File: config.mk
export PLATFORM = sky130hd
export DESIGN_NAME = bcd_updown_counter_flat
export DESIGN_NICKNAME = d
export VERILOG_FILES = /design/src/rtl/bcd_pkg.sv /design/src/rtl/bcd_updown_counter_if.sv /design/src/rtl/bcd_digit_cell.sv /design/src/rtl/bcd_updown_counter.sv /design/src/flat_wrapper.sv
export SDC_FILE = /design/constraint.sdc
export NUM_CORES = 1
export LEC_CHECK = 0
export BUFFER_PORTS_ARGS = -buffer_cell sky130_fd_sc_hd__buf_2
export CORE_ASPECT_RATIO = 1.25
export CORE_MARGIN = 3
export CORE_UTILIZATION = 45
export DETAILED_ROUTE_END_ITERATION = 6
export GPL_ROUTABILITY_DRIVEN = 0
export PLACE_DENSITY = 0.75
export SLEW_MARGIN = 5
export SYNTH_ARGS = -nofsm -noshare
export SYNTH_HDL_FRONTEND = slang
export SYNTH_SLANG_ARGS = --single-unit
File: constraint.sdc
create_clock -name clk -period 1.8 [get_ports clk]
set_clock_uncertainty 0.1 [all_clocks]
set_input_delay 0.36 -clock clk [delete_from_list [all_inputs] [get_ports clk]]
set_output_delay 0.36 -clock clk [all_outputs]
set_load 0.1 [all_outputs]
File: src/rtl/bcd_pkg.sv
// Shared BCD definitions for the up/down counter.
//   BCD_W / BCD_MAX / BCD_MIN : digit width and legal digit range
//   bcd_clamp(nibble)         : maps an illegal nibble (>9) to 9
//   is_all_nines(vec, n)      : 1 when the low n digits of vec are all 9
package bcd_pkg;
   localparam int         BCD_W   = 4;
   localparam logic [3:0] BCD_MAX = 4'd9;
   localparam logic [3:0] BCD_MIN = 4'd0;

   function automatic logic [BCD_W-1:0] bcd_clamp(input logic [BCD_W-1:0] nibble);
      return (nibble > BCD_MAX) ? BCD_MAX : nibble;
   endfunction

   // vec is zero-extended to 8 digits; only the low n digits are inspected
   function automatic logic is_all_nines(input logic [31:0] vec, input int n);
      logic r;
      r = 1'b1;
      for (int i = 0; i < 8; i++)
         if (i < n && vec[i*BCD_W +: BCD_W] != BCD_MAX) r = 1'b0;
      return r;
   endfunction
endpackage

File: src/rtl/bcd_updown_counter_if.sv
// Control/status bundle of the BCD up/down counter.
//   en, up, load, load_val : driven by the master (controller / testbench)
//   cnt, tc, ovf, ld_err   : driven by the counter (slave)
interface bcd_updown_counter_if #(
   parameter int DIGITS = 2
);
   logic                  en;
   logic                  up;
   logic                  load;
   logic [4*DIGITS-1:0]   load_val;
   logic [4*DIGITS-1:0]   cnt;
   logic                  tc;
   logic                  ovf;
   logic                  ld_err;

   modport master (output en, up, load, load_val, input cnt, tc, ovf, ld_err);
   modport slave  (input en, up, load, load_val, output cnt, tc, ovf, ld_err);
endinterface

File: src/rtl/bcd_digit_cell.sv
// One combinational BCD digit of the counter chain.
//   cur      : current stored digit      up    : 1 = increment, 0 = decrement
//   cin      : carry/borrow in (step)    load  : parallel load, load_dig = value
//   rst      : reset, forces RST_DIGIT
//   nxt      : next digit value          cout  : carry/borrow into the next digit
module bcd_digit_cell
   import bcd_pkg::*;
#(
   parameter logic [BCD_W-1:0] RST_DIGIT = 4'd0
) (
   input  logic [BCD_W-1:0] cur,
   input  logic             up,
   input  logic             cin,
   input  logic             load,
   input  logic [BCD_W-1:0] load_dig,
   input  logic             rst,
   output logic [BCD_W-1:0] nxt,
   output logic             cout
);
   always_comb begin
      nxt  = cur;
      cout = 1'b0;
      if (rst) begin
         nxt = RST_DIGIT;
      end else if (load) begin
         nxt = bcd_clamp(load_dig);
      end else if (cin) begin
         if (up) begin
            // an illegal digit is treated like 9: goes to 0 and carries
            if (cur >= BCD_MAX) begin
               nxt  = BCD_MIN;
               cout = 1'b1;
            end else begin
               nxt = cur + 4'd1;
            end
         end else begin
            // an illegal digit snaps to 9 without borrowing
            if (cur > BCD_MAX) begin
               nxt = BCD_MAX;
            end else if (cur == BCD_MIN) begin
               nxt  = BCD_MAX;
               cout = 1'b1;
            end else begin
               nxt = cur - 4'd1;
            end
         end
      end
   end
endmodule

File: src/rtl/bcd_updown_counter.sv
// Multi-digit packed-BCD up/down counter with load, wrap/saturate and flags.
//   clk, rst : rising-edge clock, synchronous active-high reset
//   bus      : slave side of bcd_updown_counter_if
//              en/up/load/load_val in; cnt (registered), tc (combinational),
//              ovf and ld_err (registered one-cycle pulses) out
module bcd_updown_counter
   import bcd_pkg::*;
#(
   parameter int                  DIGITS    = 2,
   parameter logic [4*DIGITS-1:0] RESET_VAL = '0,
   parameter bit                  SATURATE  = 1'b0
) (
   input  logic                  clk,
   input  logic                  rst,
   bcd_updown_counter_if.slave   bus
);
   localparam int            CW        = BCD_W * DIGITS;
   localparam logic [CW-1:0] ALL_NINES = {DIGITS{BCD_MAX}};

   logic [CW-1:0]   cnt_q;
   logic [CW-1:0]   chain_nxt;
   logic [CW-1:0]   cnt_d;
   logic [DIGITS:0] carry;
   logic [DIGITS-1:0] bad;
   logic            ovf_q;
   logic            ld_err_q;
   logic            ovf_d;
   logic            ld_err_d;

   // digit 0 steps whenever counting is enabled; each cell passes carry/borrow up
   assign carry[0] = bus.en;

   for (genvar i = 0; i < DIGITS; i++) begin : g_dig
      bcd_digit_cell #(
         .RST_DIGIT (RESET_VAL[i*BCD_W +: BCD_W])
      ) u_cell (
         .cur      (cnt_q[i*BCD_W +: BCD_W]),
         .up       (bus.up),
         .cin      (carry[i]),
         .load     (bus.load),
         .load_dig (bus.load_val[i*BCD_W +: BCD_W]),
         .rst      (rst),
         .nxt      (chain_nxt[i*BCD_W +: BCD_W]),
         .cout     (carry[i+1])
      );
      assign bad[i] = bus.load_val[i*BCD_W +: BCD_W] > BCD_MAX;
   end

   // carry out of the top digit is the wrap event; loads suppress the chain,
   // so ovf and ld_err can never coincide
   always_comb begin
      cnt_d    = chain_nxt;
      ovf_d    = carry[DIGITS];
      ld_err_d = bus.load & (|bad);
      // saturate to the legal extreme rather than holding cnt_q, so an
      // illegal top digit is still cleaned up in saturate mode
      if (SATURATE && carry[DIGITS])
         cnt_d = bus.up ? ALL_NINES : '0;
   end

   always_ff @(posedge clk) begin
      if (rst) begin
         cnt_q    <= RESET_VAL;
         ovf_q    <= 1'b0;
         ld_err_q <= 1'b0;
      end else begin
         cnt_q    <= cnt_d;
         ovf_q    <= ovf_d;
         ld_err_q <= ld_err_d;
      end
   end

   assign bus.cnt    = cnt_q;
   assign bus.ovf    = ovf_q;
   assign bus.ld_err = ld_err_q;
   assign bus.tc     = bus.en & (bus.up ? is_all_nines(32'(cnt_q), DIGITS)
                                        : (cnt_q == '0));
endmodule

File: src/flat_wrapper.sv
// flat-port wrapper written by rule: the top's interface ports become plain ports
module bcd_updown_counter_flat import bcd_pkg::*;
#(
   parameter int                  DIGITS    = 2,
   parameter logic [4*DIGITS-1:0] RESET_VAL = '0,
   parameter bit                  SATURATE  = 1'b0
)
  (clk, rst, bus_en, bus_up, bus_load, bus_load_val, bus_cnt, bus_tc, bus_ovf, bus_ld_err);
  bcd_updown_counter_if #(.DIGITS(DIGITS)) bus_i ();
  input  logic clk;
  input  logic rst;
  input wire logic [$bits(bus_i.en)-1:0] bus_en;
  input wire logic [$bits(bus_i.up)-1:0] bus_up;
  input wire logic [$bits(bus_i.load)-1:0] bus_load;
  input wire logic [$bits(bus_i.load_val)-1:0] bus_load_val;
  output wire logic [$bits(bus_i.cnt)-1:0] bus_cnt;
  output wire logic [$bits(bus_i.tc)-1:0] bus_tc;
  output wire logic [$bits(bus_i.ovf)-1:0] bus_ovf;
  output wire logic [$bits(bus_i.ld_err)-1:0] bus_ld_err;
  assign bus_i.en = bus_en;
  assign bus_i.up = bus_up;
  assign bus_i.load = bus_load;
  assign bus_i.load_val = bus_load_val;
  assign bus_cnt = bus_i.cnt;
  assign bus_tc = bus_i.tc;
  assign bus_ovf = bus_i.ovf;
  assign bus_ld_err = bus_i.ld_err;
  bcd_updown_counter #(.DIGITS(DIGITS), .RESET_VAL(RESET_VAL), .SATURATE(SATURATE)) u_core (.clk(clk), .rst(rst), .bus(bus_i));
endmodule
==> flow_metrics.py <==
metrics = {
    "drt": {
        "ant_nets": 0,
        "first_pass_iters": 4,
        "post-route-drc-count": 0,
        "drtIter0Drc": 14,
        "drt-wirelength-per-cell_um": 16.0,
        "via_per_inst": 6.19,
        "totalWireLength_um": 2890,
        "vias": 1120,
    },
    "status": {
        "violations": "negative setup slack",
        "status": "complete, but fails checks",
    },
    "sta": {
        "timing.final.crit_period_ps": 1990,
        "rsz0062_at_grt": "true",
        "setup_viol": 10,
        "drv_slew": 0,
        "min_period_over_period_pct": 110,
        "relSlewSlack_pct": 67.2,
        "finalSetupTns_ps": -630,
        "worstMarginPinSlew_ps": 496,
        "timing.fmax_ghz": 0.504,
        "setup_ws_ps": -185,
        "hold_violations": 0,
    },
    "worst_hold_path": {
        "hold_path_class": "input port to register",
        "hp-start": "bus_load_val[3]",
    },
    "power_and_ir_drop": {
        "p_switching_mw": 0.421,
        "power_density_nw_per_um2": 650,
        "pwr-share-seq_pct": 29.4,
        "p_leak_nw": 0.590,
        "p_int_mw": 0.515,
        "vdd_drop_max_v": 0.000450,
        "pwr-share-clk_pct": 17.2,
        "total_power_mw": 0.935,
        "combPwrFrac_pct": 53.5,
        "swShare_pct": 45.0,
    },
    "synth": {
        "syn-cell-area_um2": 951,
        "synth_cell_types": 45,
        "netlist_instances": 122,
        "synth-seq-cells": 10,
        "yosysWarnings": 0,
        "synthesis.nets": 143,
        "ys_seq_area_share_pct": 21.1,
        "synthFlopType": "dfxtp_1",
        "synthTopCellsByArea": "dfxtp_1 (21%), ha_1 (11%), a21oi_1 (5.8%)",
        "async_reset_ff_share_pct": 0,
        "yosysTopAreaCellShare_pct": 21.1,
        "avgSynthCellArea_um2": 7.79,
        "post-synth-top-area-cell": "dfxtp_1",
        "yosys-top-cells-count": "a21oi_1 (11), dfxtp_1 (10), nand2_1 (9), ha_1 (8)",
        "synth_most_common_cell": "a21oi_1",
        "synth-edff-count": 0,
    },
    "job": {
        "cap_violations": 0,
    },
    "clock_tree": {
        "cts_sinks": 10,
        "clk_latency_ps": 270,
        "cts_buffers": 3,
        "ctsLongestPathBuffers": 2,
        "cts_tree": "yes",
        "ctsRootBufferMaster": "clkbuf_4",
        "cts_htree_levels": 1,
        "cts_hold_buf": 0,
        "clkSlewWorstSetupHoldPaths_ps": 60,
    },
    "final_layout": {
        "layout.nets": 184,
        "diodes": 0,
        "fin_cells": 181,
        "layout-drive-gt1-share_pct": 50.0,
        "syn2layout_area_growth_pct": 51.4,
    },
    "floorplanning": {
        "rows": 17,
        "coreArea_um2": 1870,
        "start_util_pct": 50.8,
        "die-area_um2": 2700,
        "ios": 24,
        "die-width_um": 47.1,
        "die_h_um": 57.4,
    },
    "worst_setup_path": {
        "path_delay_family": "flip-flops",
        "max_stage_delay_ps": 380,
        "crit_type": "register to primary output",
        "crit_slowest_cell": "dfxtp_4",
        "worstPathMaxFanout": 4,
        "cp_num_buf_inv": 2,
        "cp.required_ps": 1340,
        "endpoint_kind": "primary output",
        "crit_path_cell_trace": "inv_6, ha_4, nor3b_4, and3_4, o21a_4, buf_12",
        "critPathLaunch": "u_core.bus.cnt[0]",
        "crit_path_start_kind": "register",
        "rr_startpoint": "u_core.bus.cnt[0]",
        "worstPathArrival_ps": 1530,
    },
    "place": {
        "place_inst": 166,
        "port_buffers": 23,
        "dp.final_hpwl_um": 1840,
        "pre_cts_ws_ps": -36.7,
    },
    "global_route": {
        "grt_pass1_vias": 1024,
        "grt_use_met2_pct": 31.7,
        "antenna_found_initial": 0,
        "grt_pass1_wl_um": 4360,
        "use_met1_pct": 29.7,
        "grt_remaining_overflow": 0,
        "grt_max_degree": 15,
        "grt_util_met3_pct": 2.52,
        "grt-busiest-layer": "met2",
        "grt.total_usage_pct": 21.2,
    },
}
worst paths after layout:
kind | endpoint | slack, ps | cells past startpoint
setup / recovery | bus_tc | -190 | 6
hold / removal | u_core.bus.cnt[3] | 230 | 2
setup reg to reg | u_core.bus.cnt[5] | -90 | 7
hold reg to reg | u_core.bus.cnt[6] | 530 | 1
state kept, by name, indices dropped and copies added (netlist names):
name / flops
u_core.bus.cnt: 8
u_core.bus.ld_err: 1
u_core.bus.ovf: 1
stage by stage:
step / area (um2) / hold slack (ps) / util [%]
after floorplan: 1040 / 329 / -
after global placement: 1210 / 499 / 64.8
after detailed placement: 1210 / 502 / 64.8
after CTS: 1350 / 233 / 72.1
after global routing: 1440 / 241 / 76.9
final: 1440 / 232 / 76.9
kinds of logic (layout without fill, tap and decap cells):
group                    Yosys count  after routing  share of synthesized area, %
flip-flops                        10             10                          21.1
adder cells (fa/ha/maj)            8              8                          10.5
AND/OR/NAND/NOR                   43             43                          27.0
XOR/XNOR                           1              1                         0.921
multiplexers                       1              1                          1.05
AO/OA/AOI/OAI                     46             46                          34.1
buffers and inverters             13             53                          5.39
cells in the final DEF, fill, tap and decap left out, types with 3 or more instances in the layout:
cell type  count
a21oi_2        5
buf_2         21
o21ai_0        3
dfxtp_4        7
clkbuf_4       4
buf_6          3
inv_1          3
buf_4         15
nand2b_1       7
a21oi_1        7
ha_1           4
o21ai_1        3
nand4b_1       3
nand2_1        8
nor2_1         3
nor3_1         6
ha_4           4
power by group through the flow:
| stage | clock network [mW] | logic [mW] | registers [mW] |
|---|---|---|---|
| finish | 0.161 | 0.500 | 0.275 |
| global route | 0.172 | 0.536 | 0.280 |
| CTS | 0.163 | 0.450 | 0.271 |
| detailed placement | 0 | 0.403 | 0.279 |
| global placement | 0 | 0.398 | 0.278 |
| floorplan | 0 | 0.206 | 0.382 |
routing by layer:
| layer | vias to the layer above | share of wire, % | routed length (um) |
|---|---|---|---|
| li1 | 546 | - | - |
| met5 | - | 0 | 0 |
| met2 | 35 | 50 | 1440 |
| met3 | 5 | 5.3 | 153 |
| met4 | 0 | 1.3 | 38 |
| met1 | 534 | 44 | 1260 |
layout make-up:
| cell class | instances | area [um2] |
|---|---|---|
| clock buffer | 3 | 22.5 |
| clock inverter | 1 | 3.75 |
| fill | 135 | 432 |
| inverter | 8 | 45.0 |
| multi-input combinational | 99 | 838 |
| sequential | 10 | 228 |
| tap | 19 | 23.8 |
| timing repair buffer | 41 | 279 |
timing repair:
item / 4_1_cts / 5_1_grt
setup endpoints to repair: 4 / 10
pin swaps: 8 / 14
setup buffers: 7 / 5
gates resized for setup: 9 / 16
Power figures use the tool's default switching activity.
